[src/rtl/fetch_pc_unit.sv]
// Fetch-stage PC unit: holds the fetch PC, picks the next PC from the hazard
// unit's select, and buffers a redirect that lands while PC writes are stalled.
module fetch_pc_unit #(
    parameter logic [31:0] PC_INIT    = 32'h0000_0000,
    parameter int unsigned WORD_BYTES = 4
) (
    input  logic        CLK,
    input  logic        RST,
    input  logic        PC_WEN,
    input  logic [1:0]  PCSrc_check,
    input  logic [31:0] br_target,
    input  logic [31:0] j_target,
    input  logic [31:0] jr_target,
    input  logic        halt,
    input  logic        ihit,
    output logic [31:0] pc,
    output logic [31:0] pc_plus4,
    output logic        iREN,
    output logic [31:0] iaddr,
    output logic        redirect_pending,
    output logic        halted
);

    typedef enum logic {RUN, HALT} state_t;

    localparam logic [1:0] SEL_SEQ = 2'b00;
    localparam logic [1:0] SEL_BR  = 2'b01;
    localparam logic [1:0] SEL_J   = 2'b10;

    state_t      state_q, state_d;
    logic [31:0] pc_q, pc_d;
    logic [31:0] buf_q, buf_d;
    logic        pend_q, pend_d;
    logic [31:0] raw_target;
    logic [31:0] redirect_target;

    // ihit is already folded into PC_WEN upstream; kept on the port for visibility.
    logic unused_ihit;
    assign unused_ihit = ihit;

    assign pc               = pc_q;
    assign iaddr            = pc_q;
    assign pc_plus4         = pc_q + 32'(WORD_BYTES);
    assign iREN             = (state_q == RUN);
    assign halted           = (state_q == HALT);
    assign redirect_pending = pend_q;

    always_comb begin
        raw_target = jr_target;
        case (PCSrc_check)
            SEL_BR:  raw_target = br_target;
            SEL_J:   raw_target = j_target;
            default: raw_target = jr_target;
        endcase
        redirect_target = {raw_target[31:2], 2'b00};
    end

    // PC_WEN is the only advance qualifier: a cycle with PC_WEN=1 consumes the
    // select; with PC_WEN=0 a non-sequential select is parked in the buffer.
    always_comb begin
        state_d = state_q;
        pc_d    = pc_q;
        buf_d   = buf_q;
        pend_d  = pend_q;
        case (state_q)
            RUN: begin
                if (halt) begin
                    state_d = HALT;
                    buf_d   = 32'h0;
                    pend_d  = 1'b0;
                end else if (PC_WEN) begin
                    if (PCSrc_check != SEL_SEQ) begin
                        pc_d = redirect_target;
                    end else if (pend_q) begin
                        pc_d = buf_q;
                    end else begin
                        pc_d = pc_plus4;
                    end
                    buf_d  = 32'h0;
                    pend_d = 1'b0;
                end else if (PCSrc_check != SEL_SEQ) begin
                    buf_d  = redirect_target;
                    pend_d = 1'b1;
                end
            end
            HALT: begin
                state_d = HALT;
            end
            default: begin
                state_d = HALT;
            end
        endcase
    end

    always_ff @(posedge CLK or posedge RST) begin
        if (RST) begin
            state_q <= RUN;
            pc_q    <= PC_INIT;
            buf_q   <= 32'h0;
            pend_q  <= 1'b0;
        end else begin
            state_q <= state_d;
            pc_q    <= pc_d;
            buf_q   <= buf_d;
            pend_q  <= pend_d;
        end
    end

endmodule

[config.mk]
export PLATFORM = sky130hd
export DESIGN_NAME = fetch_pc_unit
export DESIGN_NICKNAME = d
export VERILOG_FILES = /design/src/rtl/fetch_pc_unit.sv
export SDC_FILE = /design/constraint.sdc
export NUM_CORES = 1
export LEC_CHECK = 0
export ABC_AREA = 1
export ABC_CLOCK_PERIOD_IN_PS = 2370
export BUFFER_PORTS_ARGS = -buffer_cell sky130_fd_sc_hd__buf_2
export CAP_MARGIN = 20
export CORE_MARGIN = 5
export CORE_UTILIZATION = 49
export CTS_BUF_LIST = sky130_fd_sc_hd__clkbuf_16
export CTS_CLUSTER_SIZE = 16
export DETAILED_ROUTE_END_ITERATION = 16
export PLACE_DENSITY = 0.8
export SYNTH_ARGS = -nofsm -noshare
export SYNTH_HDL_FRONTEND = slang
export SYNTH_SLANG_ARGS = --single-unit
export TNS_END_PERCENT = 30
[constraint.sdc]
create_clock -name CLK -period 2.37 [get_ports CLK]
set_clock_uncertainty 0.1 [all_clocks]
set_input_delay 0.474 -clock CLK [delete_from_list [all_inputs] [get_ports CLK]]
set_output_delay 0.474 -clock CLK [all_outputs]
set_load 0.1 [all_outputs]
After elaboration in Yosys (flattened, before gate mapping). Index checks and enable logic that the tools add are counted.

Word-level logic and storage cells: 24. Output and inout port bits: 99. Bits in registers: 66. Input bits: 103.

Add/sub/neg operators: 1. Bitwise logic cells: 2. Mux-type cells: 11. Reduce and logical (&&, ||, !) cells: 4. Equality and inequality tests: 2.

Operator list (number): $mux W32 (5); $pmux W32 S2 (1); $add A32 B3 Y32 const B (1); $mux W1 (4); $reduce_and A3 Y1 (1); $reduce_bool A3 Y1 (1); $eq A2 B1 Y1 const B (1); $eq A2 B2 Y1 const B (1); $not A1 Y1 (2); $pmux W1 S2 (1); $reduce_and A2 Y1 (1); $reduce_bool A2 Y1 (1).

Depth between registers and ports, before layout. Gate-level depths: netlist of run 1.

Word-level depth: 5. Depth in mapped cells: 11. Gate-level depth less buffers: 10.

Least setup slack after synthesis of run 1. OpenSTA, ideal clock, no wires.

Path type: register -> output. From: register pc_q[2], in the netlist iaddr[2]. To: output pc_plus4[9]. Path buffers: 0. Arrival time: 3.592 ns. Stages on the path, launching flop included: 5. Required time: 1.796 ns. Setup slack: -1.796 ns. Cells stage by stage: dfrtp_1 inv_1 nor2_4 nand2_4 xor2_1.

Cells in the longest elaborated chain, start to end: 1.

RTL lines: start, declared (line 31) `logic [31:0] pc_q, pc_d;`; start signal, assigned (line 103) `pc_q <= pc_d;`; $add A32 B3 Y32 (line 43) `assign pc_plus4 = pc_q + 32'(WORD_BYTES);`; end, declared (line 17) `output logic [31:0] pc_plus4,`.

Every way passes these cells.

Worst setup path in the final report of run 1.
From: register pc_q[2], in the netlist iaddr[2]. To: output pc_plus4[24].

Same word-level chain as after synthesis.

==> results.toml, run 1 <==
[status]
outcome = "finished with violations"
violations = "negative setup slack"

[floorplan]
die_area_um2 = 11910
die_y_um = 109.1
core-area_um2 = 9684
die_w_um = 109.1
fp-row-count = 36
start_util = 0.4973
io-pin-count = 202

[placed_design]
place_congestion = 0.9201
post-place-ws_ps = 194.4
portBuffers = 188
place_hpwl_um = 11650
dp_cells = 1004

[global_routing]
antenna_found_initial = 0
grt_pass1_wl_um = 25200
track_usage = 0.2669
grt_max_degree = 63
grt_overflow_total = 0
grt_pass1_vias = 5118

[timing]
layout_min_cycle_time_ps = 2495
drv_slew = 0
period_share = 1.053
fin_setup_tns_ps = -528.3
fin_ws_ps = -125.3
fmax_mhz = 400.8
hold_viol_final = 0
rsz0062_at_grt = "yes"
final-setup-viol-count = 14

[pwr]
powerDensity_nw_per_um2 = 812.6
pwr-share-clk = 0.247
p_total_w = 0.005635
power.leakage_nw = 3.429
vdd_ir_drop_max_mv = 0.4465
seqPwrFrac = 0.234
power_frac_comb = 0.519
netSwitchingPower_w = 0.002848
switching_share = 0.5055
p_int_w = 0.002787

[setup_path]
critPathMaxFanout = 4
cp-end-kind = "primary output"
crit_family = "simple AND/OR/NAND/NOR gates"
crit_slowest_cell = "dfrtp_2"
start_kind = "flip-flop"
cp_common_cell = "nand2_2"
crit_required_ps = 1800
crit_buf_inv = 2
crit_chain = "ha_4, nand2_4, nor2_4, buf_4, nand2_2, nor2_4, nand2_1, nand2_2, nand2_2, buf_12"
cpPeakStageDelay_ps = 430
path_class = "flip-flop to primary output"
crit_arrival_ps = 1920

[synth]
synth_seq_cells = 62
syn_avg_cell_area_um2 = 6.588
synthDistinctLibCells = 36
netlist_instances = 731
ys_warn_count = 0
syn_area_um2 = 4816
yosysSeqAreaShare = 0.3222

[cts]
clk_path_buf_depth = 2
cts_tree = "done"
cts-buffers-inserted = 9
insertion_delay_ps = 330
clock_sinks = 62
cts_htree_levels = 3
clk_pin_slew_ps = 60
holdBufCountCts = 0
root_buffer = "clkbuf_16"

[detailed_routing]
routed_wl_um = 16480
via_per_inst = 5.335
drc = 0
dr.pass1.iters = 5
final_antenna_net_count = 0
vias = 5543
wire_per_inst_um = 15.86
drt-initial-drc-count = 508

[cells_and_area]
antennaDiodeCount = 0
drive_gt1_frac = 0.3896
layout_commonest_cell = "buf_2"
final_core_util = 0.7160
syn2layout_area_growth_pct = 43.99
final_cells = 1039
num-nets-final = 1008
final_cell_mix = "buf_2 (162), nand2_1 (150), inv_1 (89), o21ai_0 (59), a21oi_1 (54)"

[min_path]
hold_path.class = "primary input to asynchronous set/reset pin"

[job]
max_cap_violations = 0
==> cell usage after synthesis <==
cell type / number / area share
xor2_1: 6 / 0.011
nand2_4: 2 / 0.0047
a22oi_1: 2 / 0.0031
xor2_2: 1 / 0.0034
o21ai_1: 4 / 0.0042
a21oi_1: 54 / 0.056
clkbuf_1: 21 / 0.016
clkinv_1: 1 / 0.00078
dlymetal6s2s_1: 1 / 0.0026
o211ai_1: 1 / 0.0016
nand3_1: 55 / 0.057
inv_2: 1 / 0.00078
and2_1: 2 / 0.0026
nor2_4: 8 / 0.019
clkbuf_8: 3 / 0.0086
nand3b_1: 3 / 0.0047
xnor2_1: 1 / 0.0018
a21oi_2: 4 / 0.0073
a31oi_1: 4 / 0.0052
nand2_1: 188 / 0.15
or2_2: 2 / 0.0026
conb_1: 1 / 0.00078
buf_2: 9 / 0.0094
o21ai_0: 64 / 0.067
buf_4: 36 / 0.056
nor2_1: 59 / 0.046
ha_1: 4 / 0.010
nand4_1: 3 / 0.0039
nor2_2: 6 / 0.0078
inv_1: 90 / 0.070
nand3_2: 1 / 0.0021
a31oi_4: 1 / 0.0044
o22ai_1: 29 / 0.038
nand2_2: 1 / 0.0013
o2bb2ai_1: 1 / 0.0018
dfrtp_1: 62 / 0.32
==> flip-flops by register name, indices dropped and copies added, names as in the netlist <==
name and cells:
redirect_pending 1, halted 1, iaddr 30, buf_q 30
==> path summary, 6_finish.rpt <==
check / start / end / slack (ps) / cells after the start
setup / recovery: iaddr[2] / pc_plus4[24] / -130 / 10
max in group asynchronous: RST / iaddr[3] / 1760 / 3
hold reg to reg: buf_q[4] / buf_q[4] / 440 / 2
setup reg to reg: iaddr[4] / iaddr[17] / 450 / 7
hold / removal: RST / buf_q[25] / 110 / 3
min in group CLK: halt / halted / 300 / 3
==> power by group through the flow <==
stage               logic [W]  clock network (W)  registers (W)
detailed placement    0.00281                  0        0.00133
global route          0.00304            0.00144        0.00134
CTS                   0.00288            0.00140        0.00131
global placement      0.00279                  0        0.00132
finish                0.00292            0.00139        0.00132
floorplan             0.00175                  0        0.00179
==> metrics by stage <==
step	hold slack (ps)	area, um2
6_report	112.1	6934
2_1_floorplan	401.2	5080
4_1_cts	113.8	6794
3_5_place_dp	430.5	6305
3_3_place_gp	419.9	6305
5_1_grt	137.5	6934
==> cell type report <==
| type | count | area, um2 |
|---|---|---|
| clock buffer | 9 | 225.2 |
| clock inverter | 7 | 91.34 |
| fill | 718 | 2750 |
| inverter | 92 | 349.1 |
| multi-input combinational | 512 | 2875 |
| sequential | 62 | 1575 |
| tap | 133 | 166.4 |
| timing repair buffer | 224 | 1652 |
==> per-layer routing <==
metal	part of all wire	track usage
met1	0.42	0.3773
met4	0.024	0.09919
met3	0.099	0.03434
met5	0	0
met2	0.46	0.4175
==> what timing repair did <==
item	CTS	global route
gates resized for setup	31	31
endpoints found under the setup margin	22	24
pin swaps	12	6
buffers inserted	11	8
==> cell families (layout without fill, tap and decap cells) <==
kind of cell	count (synthesis)	in the layout	synth area share
simple gates	330	330	0.2980
compound gates	164	164	0.1878
buf+inv	162	332	0.1647
flops	62	62	0.3222
xor+xnor	8	8	0.01611
fa+ha+maj	4	4	0.01039
other cells	1	6	0.0007787
==> worst min-delay path: stages <==
cell    delay, ps
buf_2         100
inv_2          60
buf_12        300
Note: power is estimated with default switching activity, not from simulation.
==> run 2, diff against run 1 <==
Settings changed: REMOVE_ABC_BUFFERS from default to 1.
==> run 2 against run 1 <==
  * The flow still finishes with violations (negative setup slack)
  * Count of clock-buffer cells in the layout stayed put
  * First-iteration DRC count fell by 23%
  * Cell area is 5.6% lower
  * Maximum frequency up 1.2%
==> results.toml, run 2 (synthesis gave the netlist of run 1 again) <==
[cts]
root_buffer = "clkbuf_16"
clk_path_buf_depth = 2
holdBufCountCts = 0
clock_sinks = 62
cts-buffers-inserted = 9
clk_pin_slew_ps = 50
insertion_delay_ps = 340
cts_htree_levels = 3
cts_tree = "done"

[timing]
period_share = 1.040
drv_slew = 0
rsz0062_at_grt = "yes"
hold_viol_final = 0
layout_min_cycle_time_ps = 2465
fin_setup_tns_ps = -860.4
fmax_mhz = 405.7
fin_ws_ps = -94.91
final-setup-viol-count = 19

[setup_path]
crit_chain = "ha_2, nand2_2, nor2_4, nand2_4, xor2_1, buf_12"
crit_required_ps = 1800
path_class = "flip-flop to primary output"
r2r_setup_slack_ps = 500
crit_slowest_cell = "dfrtp_1"
critPathMaxFanout = 6
cp-end-kind = "primary output"
r2r-end = "iaddr[20]"
crit_arrival_ps = 1890
r2r_start = "iaddr[3]"
start_kind = "flip-flop"
cpPeakStageDelay_ps = 360
ff2ff_path_depth = 10

[status]
outcome = "finished with violations"
violations = "negative setup slack"

[detailed_routing]
final_antenna_net_count = 0
routed.top_layer = "met4"
dr.pass1.iters = 6
wl_met3_um = 1318
drt-initial-drc-count = 390
wire_per_inst_um = 14.99
routed_wl_um = 15420
wl_met2_um = 7618
vias = 5458
drc = 0
via_per_inst = 5.304
wl_met1_um = 6065

[global_routing]
grt_pass1_vias = 5106
grt_overflow_total = 0
track_usage = 0.2557
grt_pass1_wl_um = 24170
grt_max_degree = 63
antenna_found_initial = 0

[cells_and_area]
layout_commonest_cell = "nand2_1"
syn2layout_area_growth_pct = 35.93
antennaDiodeCount = 0
final_cell_mix = "nand2_1 (165), buf_2 (161), inv_1 (90), o21ai_0 (59), nor2_1 (57)"
fill_cells = 802
num-nets-final = 999
regArea_um2 = 1564
drive_gt1_frac = 0.3304
final_core_util = 0.6760
multi_input_area_um2 = 2605

[floorplan]
die_w_um = 109.1
fp-row-count = 36
die_area_um2 = 11910
die_y_um = 109.1
start_util = 0.4973
io-pin-count = 202
core-area_um2 = 9684

[pwr]
power.leakage_nw = 3.337
powerDensity_nw_per_um2 = 836.8
vdd_ir_drop_max_mv = 0.4337

[placed_design]
portBuffers = 188
place_congestion = 0.8988
place_hpwl_um = 11260

[job]
max_cap_violations = 0

[min_path]
hold_path.class = "primary input to asynchronous set/reset pin"
[run 2: cell type report]
class | count | area share
repair buffers | 215 | 0.2385
clock buffers | 9 | 0.03440
multi-input cells | 512 | 0.3979
well taps | 133 | 0.02542
flip-flops and latches | 62 | 0.2389
inverters | 92 | 0.05275
clock inverters | 6 | 0.01204
[run 2: worst max path at each step]
stage                        start      endpoint  slack, ps  depth (start not counted)
after floorplan           iaddr[2]   pc_plus4[9]      -2680                          4
after global placement    iaddr[3]  pc_plus4[30]        190                          8
after detailed placement  iaddr[3]  pc_plus4[20]        140                          8
after CTS                 iaddr[2]  pc_plus4[20]        -70                          8
after global routing      iaddr[2]  pc_plus4[20]       -150                          8
final                     iaddr[3]  pc_plus4[10]        -90                          6
[run 2: timing repair]
item	in CTS	in global routing
setup endpoints to repair	23	26
cloned	0	0
hold endpoints to repair	0	0
pin swaps	10	9
setup buffers	5	1
resized for setup	24	27
[run 2: where the power goes]
group,leakage [nW],switching [W],internal [W]
Sequential,0.782,0.000135,0.00118
Clock,0.148,0.000483,0.000903
Combinational,2.41,0.00216,0.000623
[run 2: metrics by stage]
stage | hold slack (ps) | total power [W] | area, um2 | setup slack, ps | std cells
after floorplan | 401.2 | 0.003342 | 4387 | -2680 | 666
after global placement | 416.9 | 0.004020 | 6072 | 189.5 | 1008
final | 94.55 | 0.005478 | 6546 | -94.91 | 1029
after detailed placement | 429.4 | 0.004044 | 6072 | 136.2 | 1008
after CTS | 125.2 | 0.005442 | 6466 | -73.51 | 1028
after global routing | 132.1 | 0.005670 | 6546 | -151.5 | 1029
[run 2: routing by layer]
metal  GRT usage  vias to the layer above
met5           0                        -
met4      0.1028                        0
met3     0.04737                       42
met2      0.4417                      263
met1      0.3132                     2506
li1            -                     2647
[run 2: critical path, delay by kind of cell, from the launching register on]
kind,cells,cell delay (ps)
AND/OR/NAND/NOR,3,410
XOR/XNOR,1,340
buffers and inverters,1,230
flip-flops,1,360
adder cells (fa/ha/maj),1,200
==> run 3, diff against run 2 <==
Settings changed: ABC_AREA 1 to default, CORE_UTILIZATION 49 to 48.
==> run 3 against run 2 <==
  * Final cell count fell by 15%
  * Via count down 5.2%
  * Clock power is 8% lower
  * Synthesized cell count fell by 27%
  * Total power fell by 11%
  * Sequential share of layout area down 1.6 points
  * Die area shrank 5.1%
  * Sequential power down 8%
  * Area after synthesis is 7.6% lower
  * The flow still finishes with violations (negative setup slack)
  * Maximum frequency is 7.9% lower
  * Cell area increased by 6.1%
  * Global-route usage grew 3.3 points
==> results.toml, run 3 <==
[floorplan]
die_w_um = 106.3
fp-row-count = 35
core-area_um2 = 9153
io-pin-count = 202
die_y_um = 106.3
start_util = 0.4863
die_area_um2 = 11300

[cells_and_area]
fill_cells = 611
layout_commonest_cell = "buf_2"
drive_gt1_frac = 0.4511
antennaDiodeCount = 0
final_cells = 878
final_cell_mix = "buf_2 (159), buf_4 (89), o21ai_0 (75), nand2_1 (65), dfrtp_1 (62)"
final_area_um2 = 6948
num-nets-final = 869
syn2layout_area_growth_pct = 56.11

[synth]
synthArstFlopShare = 1.000
synth_edf_count = 0
yosys-top-cells-count = "o21ai_0 (75), nand2_1 (66), dfrtp_1 (62)"
synth.most_common_cell = "o21ai_0"
netlist_instances = 537
synth_seq_cells = 62
synthFlopType = "dfrtp_1"
synth.top_cell.area_share = 0.3486
synthDistinctLibCells = 49
synth_area_leader_cell = "dfrtp_1"
syn_area_um2 = 4451
synth_area_leaders = "dfrtp_1 (35%), o21ai_0 (8.4%), buf_4 (6.1%)"
syn_avg_cell_area_um2 = 8.288
yosysSeqAreaShare = 0.3486
ys_warn_count = 0

[timing]
drv_slew = 0
fin_setup_tns_ps = -5075
period_share = 1.129
layout_min_cycle_time_ps = 2677
tightest_slew_ps = 741.2
rsz0062_at_grt = "yes"
fmax_mhz = 373.6
maxSlewHeadroom = 0.5021
hold_viol_final = 0
fin_ws_ps = -306.9
final-setup-viol-count = 24

[cts]
insertion_delay_ps = 330
clk_pin_slew_ps = 60
clk_path_buf_depth = 2
cts_tree = "done"
clock_sinks = 62
cts_htree_levels = 3
root_buffer = "clkbuf_16"
cts-buffers-inserted = 9

[setup_path]
critPathMaxFanout = 6
crit_chain = "nand4_4, buf_4, nor3_1, buf_4, buf_4, nand2_1, xnor2_2, buf_12"
cpPeakStageDelay_ps = 390
crit_required_ps = 1800
crit_slowest_cell = "dfrtp_1"
ff2ff_path_depth = 9
crit_arrival_ps = 2100
cp_common_cell = "buf_4"
cp-end-kind = "primary output"
start_kind = "flip-flop"
path_class = "flip-flop to primary output"

[detailed_routing]
drc = 0
routed_wl_um = 16900
via_per_inst = 5.895
dr.pass1.iters = 6
drt-initial-drc-count = 488
vias = 5176
final_antenna_net_count = 0
wire_per_inst_um = 19.25

[pwr]
p_total_w = 0.004852
vdd_ir_drop_max_mv = 0.9821
power.leakage_nw = 3.412
powerDensity_nw_per_um2 = 698.3

[global_routing]
grt_overflow_total = 0
antenna_found_initial = 0
grt_pass1_wl_um = 26270
grt_pass1_vias = 5217
grt_max_degree = 33
track_usage = 0.2882

[job]
max_cap_violations = 0

[placed_design]
place_congestion = 0.8998
place_hpwl_um = 11320
portBuffers = 188
post-place-ws_ps = -162.4
dp_cells = 840
place_area_um2 = 6093

[status]
outcome = "finished with violations"
violations = "negative setup slack"

[min_path]
hold_path.class = "primary input to asynchronous set/reset pin"
run 3: metal layers:
| layer | wire length, um | vias to the layer above | part of all wire | global-route usage |
|---|---|---|---|---|
| li1 | - | 2341 | - | - |
| met1 | 6466 | 2484 | 0.38 | 0.3503 |
| met2 | 8543 | 294 | 0.51 | 0.4982 |
| met3 | 1318 | 57 | 0.078 | 0.05464 |
| met4 | 572 | 0 | 0.034 | 0.1221 |
| met5 | 0 | - | 0 | 0 |
run 3: repair_timing:
action / in CTS / in global routing
hold buffers: 0 / 0
setup buffers: 12 / 10
gates cloned: 1 / 0
pin swaps: 25 / 9
endpoints found under the hold margin: 0 / 0
endpoints found under the setup margin: 25 / 28
gates resized for setup: 52 / 16
run 3: final cells by class:
type / count / area, um2 / share of cell area
multi-input combinational: 398 / 2849 / 0.4100
timing repair buffer: 281 / 2088 / 0.3006
sequential: 62 / 1551 / 0.2233
clock buffer: 9 / 225.2 / 0.03241
tap: 111 / 138.9 / 0.01999
clock inverter: 7 / 57.56 / 0.008284
inverter: 10 / 37.54 / 0.005402
run 3: logic make-up after synthesis:
family,count (synthesis),share of synthesized area
compound gates,174,0.2511
fa+ha+maj,4,0.01125
buf+inv,82,0.09980
mux,21,0.04723
simple gates,165,0.1861
xor+xnor,28,0.05510
flops,62,0.3486
other cells,1,0.0008426
run 3: worst max-delay path, delay by kind of cell (launching register included):
kind                      cells  cell delay (ps)
buffers and inverters         4              710
xor gates and xnor gates      1              200
and+or+nand+nor               3              470
DFF                           1              390
run 3: path summary, 6_finish.rpt:
kind	start	to	slack (ps)
setup / recovery	iaddr[8]	pc_plus4[13]	-310
hold / removal	RST	buf_q[19]	160
setup reg to reg	iaddr[3]	iaddr[18]	180
hold reg to reg	buf_q[26]	buf_q[26]	380
max in group asynchronous	RST	buf_q[16]	1370
min in group CLK	halt	halted	310
run 3: report_power, final:
group | switching, W | internal [W]
Clock | 0.000478 | 0.000798
Sequential | 0.0000742 | 0.00114
Combinational | 0.00177 | 0.000600
Total | 0.00232 | 0.00253
run 3: stage by stage:
stage,hold WS [ps],utilization
CTS,183.5,0.7418
detailed placement,369.7,0.6658
floorplan,341.3,-
global placement,353.5,0.6658
finish,161.9,0.7591
global route,229.6,0.7591
